[config.mk]
export PLATFORM = sky130hd
export DESIGN_NAME = pe_inject_arbiter
export DESIGN_NICKNAME = d
export VERILOG_FILES = /design/src/rtl/pe_inject_arbiter.sv
export SDC_FILE = /design/constraint.sdc
export NUM_CORES = 1
export LEC_CHECK = 0
export CAP_MARGIN = 20
export CORE_MARGIN = 4
export CORE_UTILIZATION = 47
export DETAILED_ROUTE_END_ITERATION = 8
export GPL_ROUTABILITY_DRIVEN = 0
export PLACE_DENSITY = 0.77
export SLEW_MARGIN = 20
export SYNTH_ARGS = -nofsm -noshare
export SYNTH_HDL_FRONTEND = slang
export SYNTH_SLANG_ARGS = --single-unit
[constraint.sdc]
create_clock -name clk -period 14.53 [get_ports clk]
set_input_delay 2.906 -clock clk [delete_from_list [all_inputs] [get_ports clk]]
set_output_delay 2.906 -clock clk [all_outputs]
set_load 0.02 [all_outputs]
[src/rtl/pe_inject_arbiter.sv]
// rtl/pe_inject_arbiter.sv - round-robin arbiter feeding one NoC injection port
// Single-flit packets with optional per-source budgets and a sticky done flag.
module pe_inject_arbiter #(
   parameter int NUM_REQ   = 4,
   parameter int PKT_LIMIT = 20,
   parameter int VC        = 0,
   parameter int STAMP     = 1
) (
   input  logic                   clk,
   input  logic                   rst,
   input  logic                   enable,
   input  logic [NUM_REQ-1:0]     req_valid,
   input  logic [3*NUM_REQ-1:0]   req_dest,
   input  logic [32*NUM_REQ-1:0]  req_data,
   output logic [NUM_REQ-1:0]     req_ready,
   output logic [37:0]            o_data,
   output logic                   o_data_valid,
   input  logic                   i_data_ready,
   output logic                   done,
   output logic [31:0]            total_sent
);

   localparam int PW = (NUM_REQ > 1) ? $clog2(NUM_REQ) : 1;
   localparam int CW = 16;
   localparam logic [CW-1:0] LIMIT = CW'(PKT_LIMIT);
   // Unlimited mode saturates at all-ones so the counter still never wraps.
   localparam logic [CW-1:0] CAP = (PKT_LIMIT == 0) ? {CW{1'b1}} : LIMIT;

   logic [PW-1:0]  ptr_q, ptr_d;
   logic [CW-1:0]  sent_q [NUM_REQ];
   logic [CW-1:0]  sent_d [NUM_REQ];
   logic [37:0]    data_q, data_d;
   logic           valid_q, valid_d;
   logic           done_q, done_d;
   logic [31:0]    total_q, total_d;
   logic [31:0]    cyc_q;

   logic [NUM_REQ-1:0] eligible;
   logic [NUM_REQ-1:0] grant;
   logic [PW-1:0]      win;
   logic [PW-1:0]      idx;
   logic [PW:0]        sum;
   logic               found;
   logic               load_ok;
   logic               drain;
   logic               acc;
   logic               all_spent_d;
   logic [2:0]         sel_dest;
   logic [31:0]        sel_data;

   assign load_ok = enable && (!valid_q || i_data_ready);
   assign drain   = valid_q && i_data_ready;

   always_comb begin
      for (int k = 0; k < NUM_REQ; k++) begin
         eligible[k] = req_valid[k] && !((PKT_LIMIT != 0) && (sent_q[k] == LIMIT));
      end
   end

   // Priority scan starting at the round-robin pointer.
   always_comb begin
      grant = '0;
      win   = '0;
      idx   = '0;
      sum   = '0;
      found = 1'b0;
      for (int i = 0; i < NUM_REQ; i++) begin
         sum = {1'b0, ptr_q} + (PW+1)'(i);
         if (sum >= (PW+1)'(NUM_REQ)) sum = sum - (PW+1)'(NUM_REQ);
         idx = sum[PW-1:0];
         if (!found && eligible[idx]) begin
            found = 1'b1;
            win   = idx;
         end
      end
      if (found && load_ok) grant[win] = 1'b1;
   end

   assign acc       = |grant;
   assign req_ready = grant;

   always_comb begin
      sel_dest = '0;
      sel_data = '0;
      for (int k = 0; k < NUM_REQ; k++) begin
         if (grant[k]) begin
            sel_dest = req_dest[3*k +: 3];
            sel_data = req_data[32*k +: 32];
         end
      end
   end

   always_comb begin
      ptr_d       = ptr_q;
      data_d      = data_q;
      valid_d     = valid_q;
      total_d     = total_q + {31'd0, drain};
      all_spent_d = 1'b1;
      for (int k = 0; k < NUM_REQ; k++) begin
         sent_d[k] = sent_q[k];
         if (grant[k] && sent_q[k] != CAP) sent_d[k] = sent_q[k] + CW'(1);
         if (sent_d[k] != LIMIT) all_spent_d = 1'b0;
      end
      if (acc) begin
         data_d  = {2'b11, sel_dest, 1'(VC), (STAMP != 0) ? cyc_q : sel_data};
         valid_d = 1'b1;
         ptr_d   = (win == PW'(NUM_REQ-1)) ? '0 : win + PW'(1);
      end else if (drain) begin
         data_d  = '0;
         valid_d = 1'b0;
      end
      done_d = done_q || ((PKT_LIMIT != 0) && all_spent_d && !valid_d);
   end

   always_ff @(posedge clk or posedge rst) begin
      if (rst) begin
         ptr_q   <= '0;
         data_q  <= '0;
         valid_q <= 1'b0;
         done_q  <= 1'b0;
         total_q <= '0;
         cyc_q   <= '0;
         for (int k = 0; k < NUM_REQ; k++) sent_q[k] <= '0;
      end else begin
         ptr_q   <= ptr_d;
         data_q  <= data_d;
         valid_q <= valid_d;
         done_q  <= done_d;
         total_q <= total_d;
         cyc_q   <= cyc_q + 32'd1;
         for (int k = 0; k < NUM_REQ; k++) sent_q[k] <= sent_d[k];
      end
   end

   assign o_data       = data_q;
   assign o_data_valid = valid_q;
   assign done         = done_q;
   assign total_sent   = total_q;

endmodule

==> implementation parameters <==
Parameter                              Value

Floorplan
  DIE AREA ... around 20000 sq um
  IO Pins ... around 220
  Vertical die dimension ... ~140 um
  Effective utilization at floorplan ... 0.481
  Horizontal extent of the die ... around 140 um
  Core box area ... 17400 sq um
  FP Rows ... between 40 and 50

Critical path
  Cell type with the highest occurrence count on the critical path ... sky130_fd_sc_hd__clkdlybuf4s50_1
  Critical Path Slowest Stage Cell ... sky130_fd_sc_hd__a221oi_1
  Required time reported for the critical path endpoint ... between 10 and 15 ns
  Largest stage delay on the critical path ... around 0.65 ns
  Highest fanout seen on the critical path ... 14
  Arrival time worst endpoint ... between 6 and 7 ns
  R2r worst-path depth ... 17
  Kind of capture point of the worst setup path ... primary output
  Series of cell instances along the critical path ... clkdlybuf4s50_1 > nand2_1 > a221oi_1 > ha_1 > inv_1 > nor2_1 > clkdlybuf4s50_1
  Type of the worst setup path ... in -> out
  Crit start category ... primary input

Logic synthesis
  EDFF count, synth ... 0
  Yosys warning count ... 0
  Synth Cell Area ... approximately 8300 sq um
  Post-synthesis cell type count ... between 60 and 70
  Nets in the synthesized netlist ... about 1000
  Gate count of the mapped netlist ... between 800 and 900
  Post-synthesis async set-or-reset flop share ... 1.00
  Share of the yosys chip area belonging to registers ... 0.504
  Post-synthesis register bit count ... 168
  Flip-flop cell with the highest count after synthesis ... sky130_fd_sc_hd__dfrtp_1
  Syn avg cell area ... around 10 sq um

Global route
  Wire length of the first global-routing pass ... around 31000 um
  GRT Residual Overflow ... 0
  GRT Total Usage ... 0.194
  Largest net degree at the start of global routing ... approximately 100
  Initial antenna violation count ... 0
  Number of global-route vias before repair ... 6291

Min path
  Count of cells along the worst hold path ... 2
  Class of the tightest hold or removal check ... reg -> reg

CTS
  TritonCTS Sinks ... 168
  Clock insertion delay at the later pin of the skew report ... between 0.4 and 0.5 ns
  Library cell used as clock root buffer ... sky130_fd_sc_hd__clkbuf_16
  CTS tree ... yes
  H-tree lvl count ... 4
  Bufs on Longest Clock Path ... 2
  Post-CTS setup-driven buffer insertion count ... 0
  CTS buffer count ... 17
  Post-CTS clock slew at the launch and capture registers of the worst setup and hold paths ... 0.06 ns
  # resized after CTS ... 0
  Number of buffers inserted for hold repair after clock tree synthesis ... 0

Cells and area
  Fill cell total of the finished layout ... between 1000 and 1500
  Commonest cells after routing, fill and taps aside ... sky130_fd_sc_hd__dfrtp_1 (168), sky130_fd_sc_hd__nand2_1 (132), sky130_fd_sc_hd__clkdlybuf4s50_1 (94)
  Number of standard cells in the final layout excluding fillers ... roughly 1200
  Syn-to-layout area delta ... 21.1%
  Commonest non-fill, non-tap cell in the layout ... sky130_fd_sc_hd__dfrtp_1
  Final Net Count ... about 1100
  Ant. Diodes ... 0
  Layout cells sized above 1 ... 0.0616

Drt
  Post-detailed-route count of antenna-violating nets ... 0
  Post-DR wirelength/cell ... ~16 um
  Drt total wl ... roughly 19000 um
  Initial DRC count ... roughly 420
  Total iterations of the first detailed-routing run ... 5
  Total vias in the final route ... 6424
  Routed via count divided by cell count ... ~5.5
  Remaining design rule violation count ... 0

Timing
  Relative max-transition margin ... 0.324
  Period utilization ... 0.620
  Min Clock Period, post-route ... between 9 and 10 ns
  Actual slew at the worst max-slew pin ... ~1 ns
  Worst clock skew ... ~0.011 ns
  Endpoints failing setup ... 0
  Setup TNS ... 0 ns
  Setup repair after global routing missed its margin ... no
  Achievable frequency ... ~110 MHz
  Number of failing hold endpoints at the final stage ... 0
  Number of pins exceeding their max-slew limit in the final report ... 0

Power
  Cell internal pwr ... around 900 uW
  Switching share of power ... 0.330
  Reg power frac ... 0.421
  Gate power share ... 0.244
  Clock network fraction of total power ... 0.335
  Static power due to leakage ... 4.44 nW
  Post-layout total power ... 1.37 mW
  IR drop worst, VDD ... ~0.099 mV
  Pwr/cell area ... between 100 and 150 nW/um^2
  Switching pwr ... roughly 450 uW

Placement
  Post-DP HPWL ... around 13000 um
  # port buffers ... 94
  Placed insts ... approximately 1100

Run status
  Run status ... finished, final reports clean

Run
  Max cap viols ... 0
[power by group through the flow]
stage          logic, mW  registers [mW]  clock network, mW
6_report           0.333           0.576              0.459
3_3_place_gp       0.327           0.580                  0
2_1_floorplan      0.203           0.592                  0
3_5_place_dp       0.333           0.583                  0
5_1_grt            0.370           0.585              0.489
4_1_cts            0.335           0.575              0.469
[layout make-up]
class                      count  area (sq um)  share of cell area
sequential                   168          4200               0.416
multi-input combinational    620          3950               0.391
timing repair buffer          99           978              0.0969
clock buffer                  19           443              0.0439
tap                          225           282              0.0279
clock inverter                13           156              0.0155
inverter                      22          87.6             0.00867
[Yosys cell counts, types with 3 or more instances]
library cell                count  area (sq um)
sky130_fd_sc_hd__nand2_1      132           495
sky130_fd_sc_hd__nand3_1       49           245
sky130_fd_sc_hd__buf_2          3          15.0
sky130_fd_sc_hd__and2_1        11          68.8
sky130_fd_sc_hd__clkbuf_1      17          63.8
sky130_fd_sc_hd__nand4_1       26           163
sky130_fd_sc_hd__and3_1        22           138
sky130_fd_sc_hd__nor2b_1        4          25.0
sky130_fd_sc_hd__mux2i_1        4          40.0
sky130_fd_sc_hd__xnor2_1       82           718
sky130_fd_sc_hd__inv_1         22          82.6
sky130_fd_sc_hd__a2111oi_0      3          26.3
sky130_fd_sc_hd__dfrtp_1      168          4200
sky130_fd_sc_hd__a211oi_1       7          52.6
sky130_fd_sc_hd__or3_1          6          37.5
sky130_fd_sc_hd__a31oi_1        4          25.0
sky130_fd_sc_hd__nor3_1        22           110
sky130_fd_sc_hd__a22oi_1        3          22.5
sky130_fd_sc_hd__xor2_1        51           447
sky130_fd_sc_hd__o21ai_0       46           230
sky130_fd_sc_hd__ha_1          15           188
sky130_fd_sc_hd__nor4_1        13          81.3
sky130_fd_sc_hd__a21oi_1       15          75.1
sky130_fd_sc_hd__o2111a_1       3          33.8
sky130_fd_sc_hd__nor3b_1        3          22.5
sky130_fd_sc_hd__nor2_1        48           180
sky130_fd_sc_hd__and4_1         7          61.3
sky130_fd_sc_hd__nor4b_1        3          26.3
[flip-flops by register name, summed over array words and instances (netlist names)]
signal,count
o_data_valid,1
total_sent,32
o_data,36
ptr_q,2
sent_q,64
done,1
cyc_q,32
[worst max-delay path, delay by kind of cell]
family | cells | cell delay [ns]
AO/OA/AOI/OAI | 1 | 0.65
adder cells (fa/ha/maj) | 1 | 0.54
AND/OR/NAND/NOR | 2 | 0.61
buffers and inverters | 3 | 1.38
[cells by family (layout without fill, tap and decap cells)]
group / after synthesis / count (layout) / synth area share
AO/OA/AOI/OAI: 99 / 99 / 0.0789
XOR/XNOR: 133 / 133 / 0.140
adder cells (fa/ha/maj): 15 / 15 / 0.0225
buffers and inverters: 47 / 153 / 0.0234
flip-flops: 168 / 168 / 0.504
multiplexers: 5 / 5 / 0.00615
other: 1 / 1 / 0.000450
AND/OR/NAND/NOR: 367 / 367 / 0.225
[metal layers]
metal,up-vias,share of wire,GRT usage
met3,26,0.049,0.0373
met5,-,0,0
met4,0,0.015,0.0576
li1,3094,-,-
met1,3129,0.47,0.281
met2,175,0.47,0.297
[metrics by stage]
stage | utilization | hold slack, ns | setup slack [ns] | area [sq um]
after CTS | 0.582 | 0.480 | 5.52 | 10100
after floorplan | - | 0.445 | 7.00 | 8340
after detailed placement | 0.547 | 0.467 | 5.56 | 9500
after global routing | 0.582 | 0.496 | 5.33 | 10100
final | 0.582 | 0.479 | 5.52 | 10100
after global placement | 0.547 | 0.462 | 5.57 | 9500
[path summary, 6_finish.rpt]
| kind | start | end | slack (ns) |
|---|---|---|---|
| min in group asynchronous | rst | total_sent[29] | 3.05 |
| max | req_valid[3] | req_ready[1] | 5.52 |
| min | o_data[34] | o_data[34] | 0.48 |
| max in group asynchronous | rst | sent_q[40] | 10.06 |
| max reg2reg | sent_q[48] | done | 9.18 |
| min reg2reg | o_data[34] | o_data[34] | 0.48 |
No activity file was read; power rests on OpenSTA's default activity.
==> patch 1 (config.mk and constraints unchanged) <==
Take the reset off `data_q` and load it in a clocked block of its own.
--- a/src/rtl/pe_inject_arbiter.sv
+++ b/src/rtl/pe_inject_arbiter.sv
@@ -115,7 +115,6 @@
    always_ff @(posedge clk or posedge rst) begin
       if (rst) begin
          ptr_q   <= '0;
-         data_q  <= '0;
          valid_q <= 1'b0;
          done_q  <= 1'b0;
          total_q <= '0;
@@ -123,13 +122,16 @@
          for (int k = 0; k < NUM_REQ; k++) sent_q[k] <= '0;
       end else begin
          ptr_q   <= ptr_d;
-         data_q  <= data_d;
          valid_q <= valid_d;
          done_q  <= done_d;
          total_q <= total_d;
          cyc_q   <= cyc_q + 32'd1;
          for (int k = 0; k < NUM_REQ; k++) sent_q[k] <= sent_d[k];
       end
+   end
+
+   always_ff @(posedge clk) begin
+      data_q <= data_d;
    end
 
    assign o_data       = data_q;
Behaviour: not the same (Yosys sat finds a counterexample within 4 cycles, from zero or initial values and one cycle with rst high).
==> patch 1 against the original RTL <==
- sequential cell count unchanged
- synthesized cell count fell by 7.2%
- cell count is 4.5% lower
- global-route usage is 0.86 points lower
- power up 11%
- area after synthesis down 0.57%
- register-to-register slack improved by 0.37 ns
- design area fell by 0.16%
- worst setup slack better by 0.082 ns
- routed wire length shrank 3.6%
- largest power group unchanged
==> patch 1: results <==
[yosys]
yosysSeqAreaShare_pct = 52.7
syn-instance-count = 775
synth_cell_types = 67
synth_async_sr_flop_share_pct = 78.6
syn_nets = 938
synth_commonest_cells = 132 x dfrtp_1, 77 x xnor2_1, 66 x nand2_1, 56 x nor2_1, 51 x nand3_1
synth_edf_count = 35

[drt]
drt-met1-wl_microns = 8200
drt_iter0_drc = 381
via_per_inst = 5.41
wl_met2_microns = 8300
wl_met3_microns = 968

[global_route]
grt_pass1_wl_microns = 29700
use_met2_pct = 28.8
use_met3_pct = 3.53
grt_start_max_net_pins = 69
grt_use_total_pct = 18.5

[pwr]
swShare_pct = 34.0
vdd_drop_max_mv = 0.109
power.leakage_nw = 4.38

[timing]
clock_skew_ns = 0.0166
fin_crit_ns = 8.93
worst_pin_slew_ns = 0.896

[layout]
final_cells = 1114
nets = 1038
fill_cells = 1458
multi_input_area_sq_um = 3740

[critical_path]
critical_path.max_fanout = 10
timing.critical_path.slowest_stage_cell = clkdlybuf4s50_1
crit_path_end = req_ready[3]
critPathMaxStageDelay_ns = 0.63
rrSetupSlack_ns = 9.55

[clock_tree]
clock_path_buffers = 2
cts_buffers = 17

[place]
dpl.hpwl_microns = 12600
place_ws_ns = 5.65

[outcome]
status = finished clean
==> patch 1: cell count changes after synthesis, sizes merged, moves of 5 or more <==
cell    unedited run  this run
nor2              49        57
and3              22        30
xnor2             82        77
edfxtp             0        35
a21oi             15        21
o21ai             47        11
clkbuf            17        10
and2              11        36
inv               22        30
nand2            132        66
dfrtp            168       132
==> patch 1: cell type report <==
class / count / share of cell area, %
Antenna cell: 1 / 0.0248
Clock buffer: 17 / 4.22
Clock inverter: 15 / 1.54
Inverter: 30 / 1.14
Multi-Input combinational cell: 560 / 37.1
Sequential cell: 168 / 43.4
Tap cell: 225 / 2.79
Timing Repair Buffer: 98 / 9.83
==> patch 1: power by group through the flow <==
stage / Combinational [mW] / Sequential [mW] / Clock, mW
2_1_floorplan: 0.212 / 0.689 / 0
3_3_place_gp: 0.418 / 0.643 / 0
3_5_place_dp: 0.428 / 0.644 / 0
4_1_cts: 0.429 / 0.637 / 0.452
5_1_grt: 0.476 / 0.649 / 0.474
6_report: 0.436 / 0.637 / 0.445
==> patch 1: how the worst min path moves through the flow <==
stage          cells past startpoint  slack (ns)              to           start
2_1_floorplan                      1        0.44       cyc_q[31]       cyc_q[31]
3_3_place_gp                       1        0.46  total_sent[31]  total_sent[31]
3_5_place_dp                       1        0.47  total_sent[31]  total_sent[31]
4_1_cts                            1        0.48  total_sent[31]  total_sent[31]
5_1_grt                            1        0.52  total_sent[11]  total_sent[11]
6_report                           1        0.48  total_sent[31]  total_sent[31]
==> patch 1: kinds of logic after synthesis <==
family	share of synthesized area (%)
fa+ha+maj	2.26
mux	0.769
other cells	0.0452
buf+inv	2.31
xor+xnor	13.3
simple gates	22.7
flops	52.7
compound gates	5.82
==> patch 2 (same flow settings) <==
Without the edit above. Set the parameter `NUM_REQ` to 8 (it was 4).
--- a/src/rtl/pe_inject_arbiter.sv
+++ b/src/rtl/pe_inject_arbiter.sv
@@ -1,7 +1,7 @@
 // rtl/pe_inject_arbiter.sv - round-robin arbiter feeding one NoC injection port
 // Single-flit packets with optional per-source budgets and a sticky done flag.
 module pe_inject_arbiter #(
-   parameter int NUM_REQ   = 4,
+   parameter int NUM_REQ   = 8,
    parameter int PKT_LIMIT = 20,
    parameter int VC        = 0,
    parameter int STAMP     = 1
Interface: changed (resized req_data, req_dest, req_ready and req_valid); port bits go from 224 to 372. No check against the original RTL was run, so the function may have changed too.
==> patch 2 against the original RTL <==
- clock power is 48% higher
- critical endpoint is now req_ready[0]
- design area is 56% higher
- fmax is 18% lower
- largest power group is now combinational logic
- critical path depth is 8 higher
- area after synthesis is 60% higher
- sequential cell count is 65 higher
- sequential share of layout area is 4.6 points lower
- worst setup slack worse by 2.0 ns
- routed wire length is 91% higher
- synthesized cell count is 67% higher
- power is 100% higher
- utilization is 1.8 points lower
- largest cell class is now multi-input gates
- register-to-register slack worse by 2.7 ns
- clock skew is 0.0014 ns higher
==> patch 2: results <==
[outcome]
status = finished clean

[global_route]
grt_pass1_vias = 10900
antenna_found_initial = 1
grt_use_total_pct = 22.4
grt_pass1_wl_microns = 57500
grt_start_max_net_pins = 82

[critical_path]
r2r_start = ptr_q[0]
rrSetupSlack_ns = 6.50
crit_path_end = req_ready[0]
cp.arrival_ns = 8.08
reg2reg_depth = 18
crit_start = req_valid[0]
critical_path.max_fanout = 20

[place]
place_area_sq_um = 14900
dpl.hpwl_microns = 25300
portBuffers = 114

[layout]
drive_gt1_share_pct = 6.88
largest_reg_flops = 128
diodes = 0
nets = 1808
fill_cells = 2400
top_register = sent_q

[clock_tree]
cts-resized-gates = 0
htree_levels = 1
cts_root_buf = clkbuf_16
cts_buffers = 26
clk_pin_slew_ns = 0.06
post-cts-setup-buffer-count = 0
clock_path_buffers = 3
clkLatencyLatePin_ns = 0.54

[yosys]
synth_commonest_cells = 233 x dfrtp_1, 188 x nand2_1, 116 x xnor2_1, 76 x xor2_1, 73 x nand3_1
yosysSeqAreaShare_pct = 43.6
syn_nets = 1709
yosysWarnings = 0
synth_cell_types = 88
netlist_top_cells_area = dfrtp_1 44%, xnor2_1 7.6%, nand2_1 5.3%

[pwr]
vdd_drop_max_mv = 0.150
power.leakage_nw = 6.85

[drt]
drt_iter0_drc = 883
via_per_inst = 5.92
first_pass_iters = 5
wl_per_cell_microns = 18.7

[timing]
worst_pin_slew_ns = 0.957
clock_skew_ns = 0.0127

[hold_path]
hp-class = flip-flop to flip-flop
whs_path_depth = 1
==> patch 2: stage by stage <==
stage	hold slack [ns]	util, %	setup WS [ns]	std cells
after global routing	0.496	56.4	3.13	1889
after detailed placement	0.460	53.2	3.64	1843
after global placement	0.457	53.2	3.77	1843
after floorplan	0.445	-	4.99	1394
final	0.463	56.4	3.54	1889
after CTS	0.470	56.4	3.64	1889
==> patch 2: power by group <==
group          internal, mW  leakage, nW  switching, mW
registers             0.715         3.11          0.110
clock network         0.402        0.425          0.278
logic                 0.428         3.32          0.846
total                  1.54         6.85           1.23
==> patch 2: area by class of cell <==
type	instances	area, sq um	share of cell area (%)
tap	378	473	3.00
sequential	233	5830	37.0
timing repair buffer	129	1260	7.98
inverter	57	226	1.44
multi-input combinational	1046	7080	45.0
clock buffer	36	759	4.82
clock inverter	10	121	0.771
==> patch 2: kinds of logic after synthesis <==
kind of cell / count (synthesis) / share of synthesized area, %
fa+ha+maj: 23 / 2.15
mux: 23 / 2.33
compound gates: 179 / 9.93
xor+xnor: 192 / 12.6
buf+inv: 115 / 3.52
other cells: 1 / 0.0280
flops: 233 / 43.6
simple gates: 628 / 25.8
==> patch 2: worst max-delay path: stages <==
cell,delay (ns)
clkdlybuf4s50_1,0.46
inv_1,0.05
a41oi_2,0.54
mux2i_1,0.32
mux4_2,0.55
a32oi_2,0.34
nor2_1,0.21
and4_1,0.25
o21ai_1,0.15
buf_4,0.29
clkinv_1,0.52
buf_4,0.42
nor3_1,0.22
buf_4,0.22
clkdlybuf4s50_1,0.62
==> patch 2: routing by layer <==
metal  share of wire (%)  vias up  track usage (%)
met2                  44      436             34.4
met3                 8.5       75             5.60
li1                    -     5224                -
met1                  44     5443             31.7
met4                 2.9        2             6.51
met5               0.037        -                0
==> patch 2: worst min-delay path by stage <==
stage | slack [ns] | start | end
global placement | 0.46 | total_sent[31] | total_sent[31]
detailed placement | 0.46 | total_sent[31] | total_sent[31]
CTS | 0.47 | total_sent[31] | total_sent[31]
global route | 0.50 | total_sent[31] | total_sent[31]
floorplan | 0.45 | cyc_q[31] | cyc_q[31]
finish | 0.46 | total_sent[31] | total_sent[31]
